$ cat config.mk
export PLATFORM = sky130hd
export DESIGN_NAME = fifo_watermark_monitor
export DESIGN_NICKNAME = d
export VERILOG_FILES = /design/src/rtl/fifo_watermark_monitor.sv
export SDC_FILE = /design/constraint.sdc
export NUM_CORES = 1
export LEC_CHECK = 0
export BUFFER_PORTS_ARGS = -buffer_cell sky130_fd_sc_hd__buf_2
export CAP_MARGIN = 20
export CELL_PAD_IN_SITES_DETAIL_PLACEMENT = 1
export CELL_PAD_IN_SITES_GLOBAL_PLACEMENT = 2
export CORE_AREA = 3 3 101 103
export CTS_CLUSTER_DIAMETER = 60
export DETAILED_ROUTE_END_ITERATION = 8
export DIE_AREA = 0 0 104 106
export PLACE_DENSITY = 0.77
export SETUP_SLACK_MARGIN = 0.1
export SKIP_CTS_REPAIR_TIMING = 1
export SLEW_MARGIN = 20
export SYNTH_ARGS = -nofsm -noshare
export SYNTH_HDL_FRONTEND = slang
export SYNTH_SLANG_ARGS = --single-unit
$ cat constraint.sdc
create_clock -name clk -period 5.5 [get_ports clk]
set_clock_uncertainty 0.05 [all_clocks]
set_input_delay 0.55 -clock clk [delete_from_list [all_inputs] [get_ports clk]]
set_output_delay 0.55 -clock clk [all_outputs]
set_load 0.05 [all_outputs]
$ cat src/rtl/fifo_watermark_monitor.sv
// fifo_watermark_monitor
//
// Tracks the occupancy of four independent FIFOs from their push/pop strobes
// and raises per-FIFO almost-full (pause) flags, a one-cycle release pulse
// when a pause clears, and sticky overflow flags. Thresholds are loaded with
// init; an invalid pair returns the block to IDLE and raises cfg_err.
//
// Optional feature: define WM_HYSTERESIS_EN so that a pause clears only once
// the occupancy has drained to umbral_bajo. Without it, a pause clears as soon
// as the occupancy drops below umbral_alto.
//
// Parameters
//   DEPTH        entries per monitored FIFO
//   CW           occupancy/threshold width, must hold 0..DEPTH
// Ports
//   clk          rising-edge clock
//   reset_L      asynchronous active-low reset
//   init         threshold-load request
//   umbral_alto  almost-full threshold, sampled while init is high
//   umbral_bajo  almost-empty threshold, sampled while init is high
//   push, pop    per-FIFO write / read strobes
//   pause        per-FIFO almost-full flag (registered)
//   continue_p   per-FIFO pulse, high in the first cycle pause is low again
//   error_full   per-FIFO sticky overflow flag (registered)
//   FIFOpause    OR of pause
//   FIFOcontinue OR of continue_p
//   idle         high while in IDLE
//   cfg_err      last init carried invalid thresholds
module fifo_watermark_monitor #(
  parameter int DEPTH = 8,
  parameter int CW    = 4
) (
  input  logic          clk,
  input  logic          reset_L,
  input  logic          init,
  input  logic [CW-1:0] umbral_alto,
  input  logic [CW-1:0] umbral_bajo,
  input  logic [3:0]    push,
  input  logic [3:0]    pop,
  output logic [3:0]    pause,
  output logic [3:0]    continue_p,
  output logic [3:0]    error_full,
  output logic          FIFOpause,
  output logic          FIFOcontinue,
  output logic          idle,
  output logic          cfg_err
);

  localparam int NCH = 4;
  localparam logic [CW-1:0] DEPTH_C = CW'(DEPTH);

  typedef enum logic {
    IDLE   = 1'b0,
    ACTIVE = 1'b1
  } state_t;

  state_t        state_q;
  logic [CW-1:0] alto_q;
`ifdef WM_HYSTERESIS_EN
  logic [CW-1:0] bajo_q;
`endif
  logic [CW-1:0] cnt_q [NCH];
  logic [CW-1:0] cnt_d [NCH];
  logic [NCH-1:0] ovf_d;
  logic [NCH-1:0] pause_d;
  logic           cfg_ok;

  // Saturating up/down step: push+pop together leaves the count unchanged,
  // a push at DEPTH holds at DEPTH, a pop at zero holds at zero.
  function automatic logic [CW-1:0] sat_step(input logic [CW-1:0] cnt,
                                             input logic          inc,
                                             input logic          dec);
    logic [CW-1:0] res;
    res = cnt;
    if (inc && !dec && cnt != DEPTH_C) res = cnt + CW'(1);
    else if (dec && !inc && cnt != '0) res = cnt - CW'(1);
    return res;
  endfunction

  function automatic logic overflow(input logic [CW-1:0] cnt,
                                    input logic          inc,
                                    input logic          dec);
    return inc && !dec && (cnt == DEPTH_C);
  endfunction

  assign cfg_ok = (umbral_bajo < umbral_alto) && (umbral_alto <= DEPTH_C);

  // Next-count and next-pause per channel, evaluated against the current
  // thresholds so pause moves on the same edge as the counter.
  always_comb begin
    for (int i = 0; i < NCH; i++) begin
      cnt_d[i] = sat_step(cnt_q[i], push[i], pop[i]);
      ovf_d[i] = overflow(cnt_q[i], push[i], pop[i]);
`ifdef WM_HYSTERESIS_EN
      if (cnt_d[i] >= alto_q)      pause_d[i] = 1'b1;
      else if (cnt_d[i] <= bajo_q) pause_d[i] = 1'b0;
      else                         pause_d[i] = pause[i];
`else
      pause_d[i] = (cnt_d[i] >= alto_q);
`endif
    end
  end

  // State / counter / flag register stage
  always_ff @(posedge clk or negedge reset_L) begin
    if (!reset_L) begin
      state_q    <= IDLE;
      alto_q     <= '0;
`ifdef WM_HYSTERESIS_EN
      bajo_q     <= '0;
`endif
      for (int i = 0; i < NCH; i++) cnt_q[i] <= '0;
      pause      <= '0;
      continue_p <= '0;
      error_full <= '0;
      idle       <= 1'b1;
      cfg_err    <= 1'b0;
    end else if (init) begin
      // Strobes are ignored on an init cycle; a release pulse never spans it.
      continue_p <= '0;
      if (cfg_ok) begin
        state_q <= ACTIVE;
        alto_q  <= umbral_alto;
`ifdef WM_HYSTERESIS_EN
        bajo_q  <= umbral_bajo;
`endif
        idle    <= 1'b0;
        cfg_err <= 1'b0;
      end else begin
        // A rejected configuration wipes the old thresholds and all
        // occupancy so nothing stale survives into the next valid init.
        state_q    <= IDLE;
        alto_q     <= '0;
`ifdef WM_HYSTERESIS_EN
        bajo_q     <= '0;
`endif
        for (int i = 0; i < NCH; i++) cnt_q[i] <= '0;
        pause      <= '0;
        error_full <= '0;
        idle       <= 1'b1;
        cfg_err    <= 1'b1;
      end
    end else if (state_q == ACTIVE) begin
      for (int i = 0; i < NCH; i++) cnt_q[i] <= cnt_d[i];
      pause      <= pause_d;
      // Pulse coincides with the first cycle in which pause reads low.
      continue_p <= pause & ~pause_d;
      error_full <= error_full | ovf_d;
    end
  end

  assign FIFOpause    = |pause;
  assign FIFOcontinue = |continue_p;

endmodule

==> results by group <==
Outcome
  • Outcome: finished, final reports clean

Synthesis
  • Most common cell in the synthesized netlist: dfrtp_1
  • Average cell area after synthesis: 8.79 sq um
  • Synth top area cells: dfrtp_1 31%, ha_1 12%, a21oi_1 3.8%
  • Yosys warning total: 0
  • Share of the synthesized area in the top cell type: about 31%
  • Netlist area before placement: approximately 2800 sq um
  • Number of enable-type register cells in the synthesized netlist: 0
  • Number of nets in the synthesized netlist: between 300 and 400
  • Proportion of synthesized flip-flops having asynchronous set or reset: 100%
  • Most area-hungry cell type in the Yosys netlist: dfrtp_1
  • Count of cell types in the netlist: between 40 and 50
  • Cell count after synthesis: between 300 and 400
  • Number of register bits inferred by synthesis: 35
  • Commonest cells post-synth: 34 x dfrtp_1, 28 x nor2_1, 27 x ha_1
  • Synth Flop Type: dfrtp_1
  • Register area share after synthesis: 31.7%

STA
  • Aggregate negative setup slack: 0 ps
  • Top achievable clock speed: around 360 MHz
  • Max-Slew Margin vs Limit: 35.4%
  • Final setup violating endpoints: 0
  • Count of pins over their slew limit: 0
  • Share of the cycle needed by the critical path after routing: 51.0%
  • RSZ-0062 raised after global routing: no
  • Final Hold Viols: 0
  • Minimum clock period after layout: around 2800 ps
  • Worst slew pin tran: 965 ps

Place
  • Cell Area, Placed: approximately 3000 sq um
  • IO Port Bufs: 34
  • Gp weighted congestion: slightly below 0.8
  • Inst Count DP: approximately 470
  • Estimated wirelength of the detail-placed design: 5620 um

Power and ir drop
  • Fraction of power consumed by sequential logic: between 20 and 30%
  • Power per unit of standard cell area: around 430 nW/um^2
  • Switching power total: 0.618 mW
  • Standby leakage power: between 1 and 1.5 nW
  • Fraction of power consumed by the clock network: between 15 and 20%
  • Internal cell power: ~0.74 mW
  • Largest voltage drop on the vdd net: about 0.19 mV
  • Power share of the combinational group: between 50% and 60%
  • Switching share of power: around 45%

Layout
  • Number of inserted diodes: 0
  • Growth of design area from synthesis to finish: 14.3%
  • Cell area after layout: approximately 3200 sq um
  • Final cell count without fillers: 476
  • Layout Utilization: 34.1%
  • Fraction of final layout cells sized beyond drive strength 1: between 10% and 20%
  • Final-stage net count: approximately 400
  • # fillers: around 1100

Global route
  • Via count of the first global-routing pass: between 2000 and 3000
  • All-Layer GR Usage: between 10 and 15%
  • Total gr overflow: 0
  • Global-route wire length before repair: between 10000 and 15000 um
  • Largest net degree at the start of global routing: 36
  • Initial antenna violation count: 0

Worst hold path
  • Kind of path behind the tightest hold check: in -> async

Critical path
  • WS Path Type: reg -> reg
  • Worst EP required: 5620 ps
  • Critical Path Slowest Stage Cell: dfrtp_1
  • Critical-path maximum fanout: 6
  • CP Cell Sequence: inv_1, ha_1, and3b_1, o22ai_1, o21ai_0, xnor2_1, ha_1, nand2_1, o21ai_0, a2bb2oi_1, nor2_1
  • Largest stage delay on the critical path: around 460 ps
  • Setup crit end kind: flip-flop
  • Arrival time worst endpoint: between 2000 and 3000 ps
  • Depth of the worst register-to-register path: 11
  • Startpoint types: flip-flop

Clocking
  • Clock tree from TritonCTS: yes
  • Clock net sink count: 35
  • Clock transition at the registers of the reported paths: 80 ps
  • Maximum level of the CTS H-tree: 2
  • Clock network latency to the later pin of the worst-skew pair: between 200 and 300 ps
  • Deepest clock path buffer count: 2
  • Clock buffers created by TritonCTS: 5
  • Buffer cell driving the clock tree root: clkbuf_8

Detailed routing
  • Top Layer Used: met4
  • Total vias in the final route: 2420
  • Post-DR wirelength/cell: about 16 um
  • First-pass detailed-route iteration total: 4
  • Routed WL: 7470 um
  • Post-route met1 wirelength: ~3500 um
  • Met2 wire len: around 3700 um
  • DRT iter0 DRCs: 92
  • Routed wl met3: 173 um
  • Residual DRC: 0
  • Detail Route Antenna Nets: 0
  • Vias per Instance: around 5

Run
  • # Max-Cap Violations: 0

Floorplanning
  • Initial core utilization: between 20 and 30%
  • Overall die width: around 100 um
  • Cell Rows: 35
  • Placeable Area: roughly 9300 sq um
  • Chip height: between 100 and 150 um
  • Area of the die: between 10000 and 15000 sq um
  • Number of I/O pins: 35
==> power groups by stage <==
stage	Combinational, mW	Clock [mW]	Sequential [mW]
after detailed placement	0.719	0	0.398
after floorplan	0.509	0	0.438
after CTS	0.724	0.255	0.393
after global placement	0.697	0	0.397
after global routing	0.810	0.267	0.407
final	0.718	0.249	0.393
==> metal layers <==
layer  up-vias  track usage [%]
met2        24             25.3
met5         -                0
li1       1202                -
met4         0             2.94
met1      1188             17.4
met3         6             3.10
==> final timing paths <==
kind	from	endpoint	slack, ps
min	reset_L	cnt_q[10]$_DFFE_PN0P_	300
max in group asynchronous	reset_L	cnt_q[1]$_DFFE_PN0P_	4590
min in group clk	cfg_err$_DFFE_PN0P_	cfg_err$_DFFE_PN0P_	440
min reg2reg	cfg_err$_DFFE_PN0P_	cfg_err$_DFFE_PN0P_	440
max reg2reg	cnt_q[12]$_DFFE_PN0P_	continue_p[0]$_DFFE_PN0P_	2690
max	cnt_q[12]$_DFFE_PN0P_	continue_p[0]$_DFFE_PN0P_	2690
==> flip-flops by register name, indices dropped and copies added, names as in the netlist <==
signal and count:
pause 4, cnt_q 16, idle 1, continue_p 4, error_full 4, cfg_err 1
state_q 1, alto_q 4
==> through the flow <==
stage                     setup WS (ps)  hold WS [ps]  power (mW)
final                              2690           295        1.36
after global routing               2460           358        1.48
after CTS                          2690           340        1.37
after detailed placement           2700           427        1.12
after global placement             2700           424        1.09
after floorplan                    3080           204       0.947
==> kinds of logic (layout without fill, tap and decap cells) <==
kind of cell,after synthesis,count (layout),share of synthesized area [%]
flops,35,35,31.7
compound gates,96,96,24.8
simple gates,102,102,19.3
buf+inv,36,68,5.69
mux,8,8,2.89
xor+xnor,11,11,3.48
fa+ha+maj,27,27,12.2
==> critical path: cells and delay by family (launching register included) <==
kind,cells,cell delay [ps]
buf+inv,1,90
compound gates,4,1080
simple gates,3,320
flops,1,460
xor+xnor,1,160
fa+ha+maj,2,540
==> layout by cell type (no fill, tap or decap), drive strengths merged, types with 4 or more instances in the layout <==
cell type	netlist	routed
a22o	12	12
nand2	24	24
inv	24	24
xnor2	8	8
and3b	4	4
nor2b	9	9
dfrtp	34	34
mux2i	8	8
buf	8	36
ha	27	27
a2bb2oi	5	5
nand3	5	5
clkbuf	4	6
nand2b	14	14
nor2	28	28
nor3b	4	4
o22ai	6	6
a21oi	22	22
o211ai	10	10
o21ai	19	19
a31oi	5	5
==> area by class of cell <==
| cell class | instances | area, sq um | area share [%] |
|---|---|---|---|
| Tap cell | 129 | 161 | 5.10 |
| Timing Repair Buffer | 36 | 185 | 5.85 |
| Sequential cell | 35 | 877 | 27.7 |
| Clock buffer | 6 | 82.6 | 2.61 |
| Inverter | 24 | 90.1 | 2.85 |
| Clock inverter | 2 | 35.0 | 1.11 |
| Multi-Input combinational cell | 244 | 1730 | 54.8 |
No activity file was read; power rests on OpenSTA's default activity.
